File: config.mk
export PLATFORM = sky130hd
export DESIGN_NAME = conv_window_gen
export DESIGN_NICKNAME = d
export VERILOG_FILES = /design/src/rtl/conv_window_gen_pkg.sv /design/src/rtl/conv_line_buffer.sv /design/src/rtl/conv_window_gen.sv
export SDC_FILE = /design/constraint.sdc
export NUM_CORES = 1
export LEC_CHECK = 0
export CAP_MARGIN = 20
export CORE_MARGIN = 2
export CORE_UTILIZATION = 50
export CTS_CLUSTER_DIAMETER = 100
export CTS_CLUSTER_SIZE = 10
export DETAILED_ROUTE_END_ITERATION = 6
export HOLD_SLACK_MARGIN = 0.1
export PLACE_DENSITY_LB_ADDON = 0.15
export SYNTH_ARGS = -nofsm -noshare
export SYNTH_HDL_FRONTEND = slang
export SYNTH_SLANG_ARGS = --single-unit
File: constraint.sdc
create_clock -name clk -period 12.5 [get_ports clk]
set_input_delay 3.75 -clock clk [delete_from_list [all_inputs] [get_ports clk]]
set_output_delay 3.75 -clock clk [all_outputs]
set_load 0.005 [all_outputs]
File: src/rtl/conv_window_gen_pkg.sv
// Shared 3x3 window constants and packing helpers.
// Element k = row*3+col sits at bits [(k+1)*PIX_W-1 -: PIX_W].
package conv_window_gen_pkg;

  localparam int KERNEL_SIZE = 3;
  localparam int PIX_W       = 8;
  localparam int WIN_W       = KERNEL_SIZE * KERNEL_SIZE * PIX_W;

  function automatic int idx(input int row, input int col);
    return row * KERNEL_SIZE + col;
  endfunction

endpackage

File: src/rtl/conv_line_buffer.sv
// One image row of pixels; single address, read-before-write.
// Contents are not reset: every entry is rewritten before use.
module conv_line_buffer #(
  parameter int DEPTH  = 64,
  parameter int DATA_W = 8,
  parameter int AW     = $clog2(DEPTH)
) (
  input  logic              clk,
  input  logic              en,
  input  logic [AW-1:0]     addr,
  input  logic [DATA_W-1:0] wdata,
  output logic [DATA_W-1:0] rdata
);

  logic [DATA_W-1:0] mem [DEPTH];

  assign rdata = mem[addr];

  always_ff @(posedge clk) begin
    if (en) mem[addr] <= wdata;
  end

endmodule

File: src/rtl/conv_window_gen.sv
// Streaming 3x3 window generator for raster-order pixels.
// Single output register stage with combinational ready pass-through.
module conv_window_gen
  import conv_window_gen_pkg::*;
#(
  parameter int IMG_W  = 64,
  parameter int IMG_H  = 64,
  parameter int DATA_W = PIX_W
) (
  input  logic                clk,
  input  logic                rst,
  input  logic [DATA_W-1:0]   pixel_in,
  input  logic                pixel_valid,
  output logic                pixel_ready,
  output logic [9*DATA_W-1:0] window,
  output logic                win_valid,
  input  logic                win_ready,
  output logic                win_last
);

  localparam int CW = $clog2(IMG_W);
  localparam int RW = $clog2(IMG_H);
  localparam logic [CW-1:0] COL_MAX = CW'(IMG_W - 1);
  localparam logic [RW-1:0] ROW_MAX = RW'(IMG_H - 1);

  logic [CW-1:0]     col;
  logic [RW-1:0]     row;
  logic [DATA_W-1:0] lb0_q;
  logic [DATA_W-1:0] lb1_q;
  logic [DATA_W-1:0] win [KERNEL_SIZE][KERNEL_SIZE];
  logic [DATA_W-1:0] new_col [KERNEL_SIZE];
  logic              accept;
  logic              last_col;
  logic              last_row;
  logic              qual;

  assign pixel_ready = !win_valid || win_ready;
  assign accept      = pixel_valid && pixel_ready;
  assign last_col    = (col == COL_MAX);
  assign last_row    = (row == ROW_MAX);
  assign qual        = (row >= RW'(2)) && (col >= CW'(2));

  assign new_col[0] = lb0_q;
  assign new_col[1] = lb1_q;
  assign new_col[2] = pixel_in;

  conv_line_buffer #(.DEPTH(IMG_W), .DATA_W(DATA_W)) u_lb0 (
    .clk   (clk),
    .en    (accept),
    .addr  (col),
    .wdata (lb1_q),
    .rdata (lb0_q)
  );

  conv_line_buffer #(.DEPTH(IMG_W), .DATA_W(DATA_W)) u_lb1 (
    .clk   (clk),
    .en    (accept),
    .addr  (col),
    .wdata (pixel_in),
    .rdata (lb1_q)
  );

  always_ff @(posedge clk) begin
    if (rst) begin
      col       <= '0;
      row       <= '0;
      win_valid <= 1'b0;
      win_last  <= 1'b0;
      for (int r = 0; r < KERNEL_SIZE; r++)
        for (int c = 0; c < KERNEL_SIZE; c++)
          win[r][c] <= '0;
    end else if (accept) begin
      if (last_col) begin
        col <= '0;
        row <= last_row ? '0 : row + 1'b1;
      end else begin
        col <= col + 1'b1;
      end
      // Columns are not cleared at row start; c<2 windows are suppressed
      for (int r = 0; r < KERNEL_SIZE; r++) begin
        win[r][0] <= win[r][1];
        win[r][1] <= win[r][2];
        win[r][2] <= new_col[r];
      end
      win_valid <= qual;
      win_last  <= qual && last_row && last_col;
    end else if (win_ready) begin
      win_valid <= 1'b0;
      win_last  <= 1'b0;
    end
  end

  always_comb begin
    window = '0;
    for (int r = 0; r < KERNEL_SIZE; r++)
      for (int c = 0; c < KERNEL_SIZE; c++)
        window[idx(r, c)*DATA_W +: DATA_W] = win[r][c];
  end

endmodule

==> Word-level counts from Yosys, hierarchy flattened <==
Memories as Yosys holds them, arrays and structs flattened. A register that Yosys moved wholly into a read port is not among the register bits.
Cells that the tools add are included.
W data, S select, Z words.
{ "word_totals": {"wordCells": 54, "out_inout_bits": 75, "register_bits": 14, "latchBits": 0, "ramBits": 1096, "rom_bits": 0, "in_bits": 12, "n_memories": 3} }
{ "memory_table": {"columns": ["memory", "words", "width", "rd", "rd_ports_with_merged_regs", "wr", "line_no", "rtl"], "rows": [
  ["u_lb0.mem", 64, 8, 1, 1, 1, "conv_line_buffer.sv:15", "logic [DATA_W-1:0] mem [DEPTH];"],
  ["u_lb1.mem", 64, 8, 1, 1, 1, "conv_line_buffer.sv:15", null],
  ["win", 3, 24, 3, 0, 3, "conv_window_gen.sv:30", "logic [DATA_W-1:0] win [KERNEL_SIZE][KERNEL_SIZE];"]
]} }
{ "classes": {"eq_ne": 2, "bitwise": 9, "reduce_logical": 8, "shift": 0, "div_mod_pow": 0, "n_addsub": 2, "order_cmp": 2, "mux": 24, "multipliers": 0} }
{ "ops": {"columns": ["cell", "count"], "rows": [
  ["$mux W8", 9],
  ["$mux W6", 6],
  ["$add A6 B1 Y6 const B", 2],
  ["$eq A6 B6 Y1 const B", 2],
  ["$ge A6 B2 Y1 const B", 2],
  ["$mux W1", 9],
  ["$or A1 B1 Y1", 9],
  ["$logic_and A1 B1 Y1", 4],
  ["$reduce_and A2 Y1", 1],
  ["$reduce_bool A2 Y1", 1],
  ["$logic_not A1 Y1", 1],
  ["$logic_or A1 B1 Y1", 1]
]} }

==> Depth between registers and ports, before layout <==
{ "logic_depth": {"ltp_word": 7, "depth_mapped": 10} }

==> Cells and area by module <==
A second synthesis with hierarchy kept.
{ "hier_totals": {"cells_unflattened": 2565, "area_unflattened_um2": 43962.2} }
{ "by_module_without_submodules": {"columns": ["mod", "cells_per_inst", "seq_area_each_um2", "area_per_inst_um2", "instances"], "rows": [
  ["conv_line_buffer", 1163, 15374.7, 20289.5, 2],
  ["conv_window_gen", 239, 2442.3, 3383.2, 1]
]} }

==> Least setup slack after synthesis <==
OpenSTA, ideal clock, no wires.
{ "synth_path": {"path_type": "input port to output port", "from": "in win_ready", "to": "out pixel_ready", "arrival_time_ns": 4.084, "required_ns": 8.750, "path_slack_ns": 4.666, "stages": 2, "cell_sequence": "nand2b_1 -> clkbuf_1"} }
{ "synth_via": {"elab_chain_cells": 1} }
{ "synth_rtl": {"columns": ["item", "line_no", "rtl"], "rows": [
  ["start: declaration", "conv_window_gen.sv:17", "input logic win_ready,"],
  ["$logic_or A1 B1 Y1", "conv_window_gen.sv:37", "assign pixel_ready = !win_valid || win_ready;"],
  ["end: declaration", "conv_window_gen.sv:14", "output logic pixel_ready,"]
]} }
Every way passes these cells.

==> Worst setup path after layout <==
Same ends and word-level chain as after synthesis.

==> flow_metrics.tcl <==
set metrics [dict create \
    syn_nets 2026 \
    nNetsFinal 2229 \
    drtIter0Drc 2487 \
    synth.largest_area_cell "edfxtp_1" \
    seqPwrFrac_pct 54.1 \
    ctsResizeCount 0 \
    numCtsBuffers 121 \
    place_congestion 0.8930 \
    die_h_microns 296.9 \
    vias 20920 \
    synth_top_area_share_pct 76.73 \
    pre_cts_ws_ns 3.621 \
    synthFlopType "edfxtp_1" \
    post-route-period-util_pct 71.12 \
    grt_start_max_net_pins 94 \
    setup.worst_path.start_class "input pin" \
    setup_ws_ns 3.610 \
    fillers 6311 \
    ys_async_sr_fraction_pct 0 \
    yosys_warnings 0 \
    drtPass1Iterations 5 \
    diodes 0 \
    cts_setup_buffers 0 \
    finalSetupViolations 0 \
    ir_drop_mv 0.1196 \
    syn_area_sq_um 42890 \
    syn2layout_area_growth_pct 13.72 \
    antenna_found_initial 3 \
    synth-edff-count 1096 \
    grt_first_pass_wirelength_microns 149100 \
    p_sw_share_pct 21.16 \
    required_ns 8.75 \
    p_int_mw 6.170 \
    timing.final.crit_period_ns 8.890 \
    track_usage_pct 23.43 \
    htree_levels 3 \
    synth.area.top_cells "edfxtp_1 77%, mux4_2 13%, mux2i_1 1.6%" \
    start_util_pct 50.38 \
    finClkSkew_ns 0.02912 \
    slew_headroom_pct 21.22 \
    cp.arrival_ns 5.14 \
    clk_pin_slew_ns 0.06 \
    avgSynthCellArea_sq_um 21.34 \
    port_buffers 86 \
    drive_gt1_share_pct 23.22 \
    multi_input_area_sq_um 9079 \
    ys_types 57 \
    cts_buffer_depth 3 \
    ctsHoldBuffers 0 \
    ys_ff_latch 1116 \
    leakage_nw 15.08 \
    drtAntennaViolNets 0 \
    crit_type "input pin to output pin" \
    cts_tree "yes" \
    rsz0062_at_grt "false" \
    dp_hpwl_microns 60000 \
    drc 0 \
    row_count 107 \
    vias_per_cell 6.175 \
    path_max_fanout 10 \
    hold_viol_final 0 \
    wl_per_cell_microns 30.33 \
    power.density_nw_per_um2 160.4 \
    endpoint_kind "output pin" \
    final_max_slew_viol_count 0 \
    p_clk_share_pct 39.2 \
    clkSinkCount 1116 \
    drt_wl_total_microns 102800 \
    p_switching_mw 1.656 \
    power_mw 7.826 \
    hold_class "flop to flop" \
    combPwrFrac_pct 6.6 \
    tightest_slew_ns 1.182 \
    status "finished, final reports clean" \
    cts_root_buffer "clkbuf_16" \
    dieArea_sq_um 88150 \
    finalSetupTns_ns 0 \
    max_cap_viol_count 0 \
    boundaryPins 87 \
    die_w_microns 296.9 \
    synth-seq-area-share_pct 77.66 \
    seqCellArea_sq_um 33330 \
    clock.fmax_ghz 0.1125 \
    insertion_delay_ns 0.69 \
    grt_pass1_vias 21210 \
    core_area_sq_um 85150 \
    syn_inst 2010 \
    overflow 0 \
]
[cell usage after synthesis, types with 3 or more instances]
library cell,count
o22ai_1,26
o21ai_0,16
buf_4,27
mux4_2,251
buf_6,6
a31oi_1,10
clkbuf_1,33
nor3b_1,3
o21ai_1,5
a21oi_1,20
xnor2_1,6
nand3_1,22
nor4_1,5
nor2b_1,7
dfxtp_1,20
mux2i_1,68
buf_2,29
buf_8,3
a32oi_1,5
ha_1,4
and3_1,4
a221oi_1,5
nand3b_1,7
a22o_1,10
edfxtp_1,1096
buf_1,5
and2_1,63
nor2_1,127
a22oi_1,20
nand2b_1,7
a211oi_1,4
inv_1,4
nor3_1,4
nand2_1,55
[cell type report]
cell class | count | area share (%)
well taps | 1144 | 2.935
clock inverters | 5 | 0.1436
flip-flops and latches | 1116 | 68.33
multi-input cells | 784 | 18.61
repair buffers | 186 | 3.396
clock buffers | 149 | 6.554
inverters | 4 | 0.03078
[cells in the final DEF, fill, tap and decap left out, drive strengths merged, types with 3 or more instances in the layout]
cell / n
a31oi: 10
a211oi: 4
buf: 108
a22o: 10
a32oi: 5
nor4: 5
mux4: 252
a21oi: 20
nand2: 55
nor3b: 3
a22oi: 20
inv: 7
nand3: 22
ha: 4
clkbuf: 149
a2111oi: 4
o22ai: 26
clkdlybuf4s50: 78
nor2b: 7
o21ai: 21
mux2i: 68
nor3: 4
and2: 63
nor2: 127
dfxtp: 20
a221oi: 5
xnor2: 6
nand2b: 7
and3: 4
edfxtp: 1096
nand3b: 7
[flip-flops by register name, summed over array words and instances, names as in the netlist, named ones only]
name	cells
col	6
u_lb0.mem	512
win_valid	1
win_last	1
row	6
u_lb1.mem	512
win	72
[logic make-up (layout without fill, tap and decap cells)]
family	Yosys count	count (layout)	share of synthesized area, %
flip-flops	1116	1116	77.66
buffers and inverters	110	344	1.523
adder cells (fa/ha/maj)	4	4	0.1167
AND/OR/NAND/NOR	315	315	3.521
AO/OA/AOI/OAI	136	136	2.162
XOR/XNOR	8	8	0.1634
multiplexers	321	321	14.85
[layer usage]
| metal | up-vias | wire length, microns | global-route usage [%] |
|---|---|---|---|
| met5 | - | 0 | 0 |
| met4 | 0 | 3263 | 7.997 |
| met3 | 166 | 7309 | 3.628 |
| met2 | 871 | 49680 | 37.16 |
| met1 | 11210 | 42500 | 33.66 |
| li1 | 8674 | - | - |
[power groups by stage]
| stage | clock network [mW] | registers, mW | logic [mW] |
|---|---|---|---|
| after global routing | 3.26 | 4.24 | 0.552 |
| after global placement | 0 | 4.31 | 0.511 |
| after CTS | 3.13 | 4.24 | 0.524 |
| final | 3.07 | 4.24 | 0.519 |
| after detailed placement | 0 | 4.32 | 0.523 |
| after floorplan | 0 | 4.31 | 0.309 |
[through the flow]
stage               hold slack, ns  instance area [sq um]  util, %  std cells
finish                      0.5098                  48780    57.29       3388
CTS                         0.5090                  48740    57.24       3386
detailed placement          0.4996                  45470    53.41       3232
global placement            0.4845                  45430    53.36       3230
global route                0.5223                  48780    57.29       3388
floorplan                   0.4764                  42890        -       2010
[final timing paths]
check                           slack (ns)     endpoint       from  cells after the start
worst max-delay path                  3.61  pixel_ready  win_ready                      3
worst max register to register        7.94   win[0][30]       flop                      7
worst min register to register        0.51     win_last   win_last                      2
worst min-delay path                  0.51     win_last   win_last                      2
[critical path: stages]
cell,delay (ns)
clkdlybuf4s50_1,0.47
nand2b_1,0.34
clkdlybuf4s50_1,0.58
(Power assumes the default switching activity.)
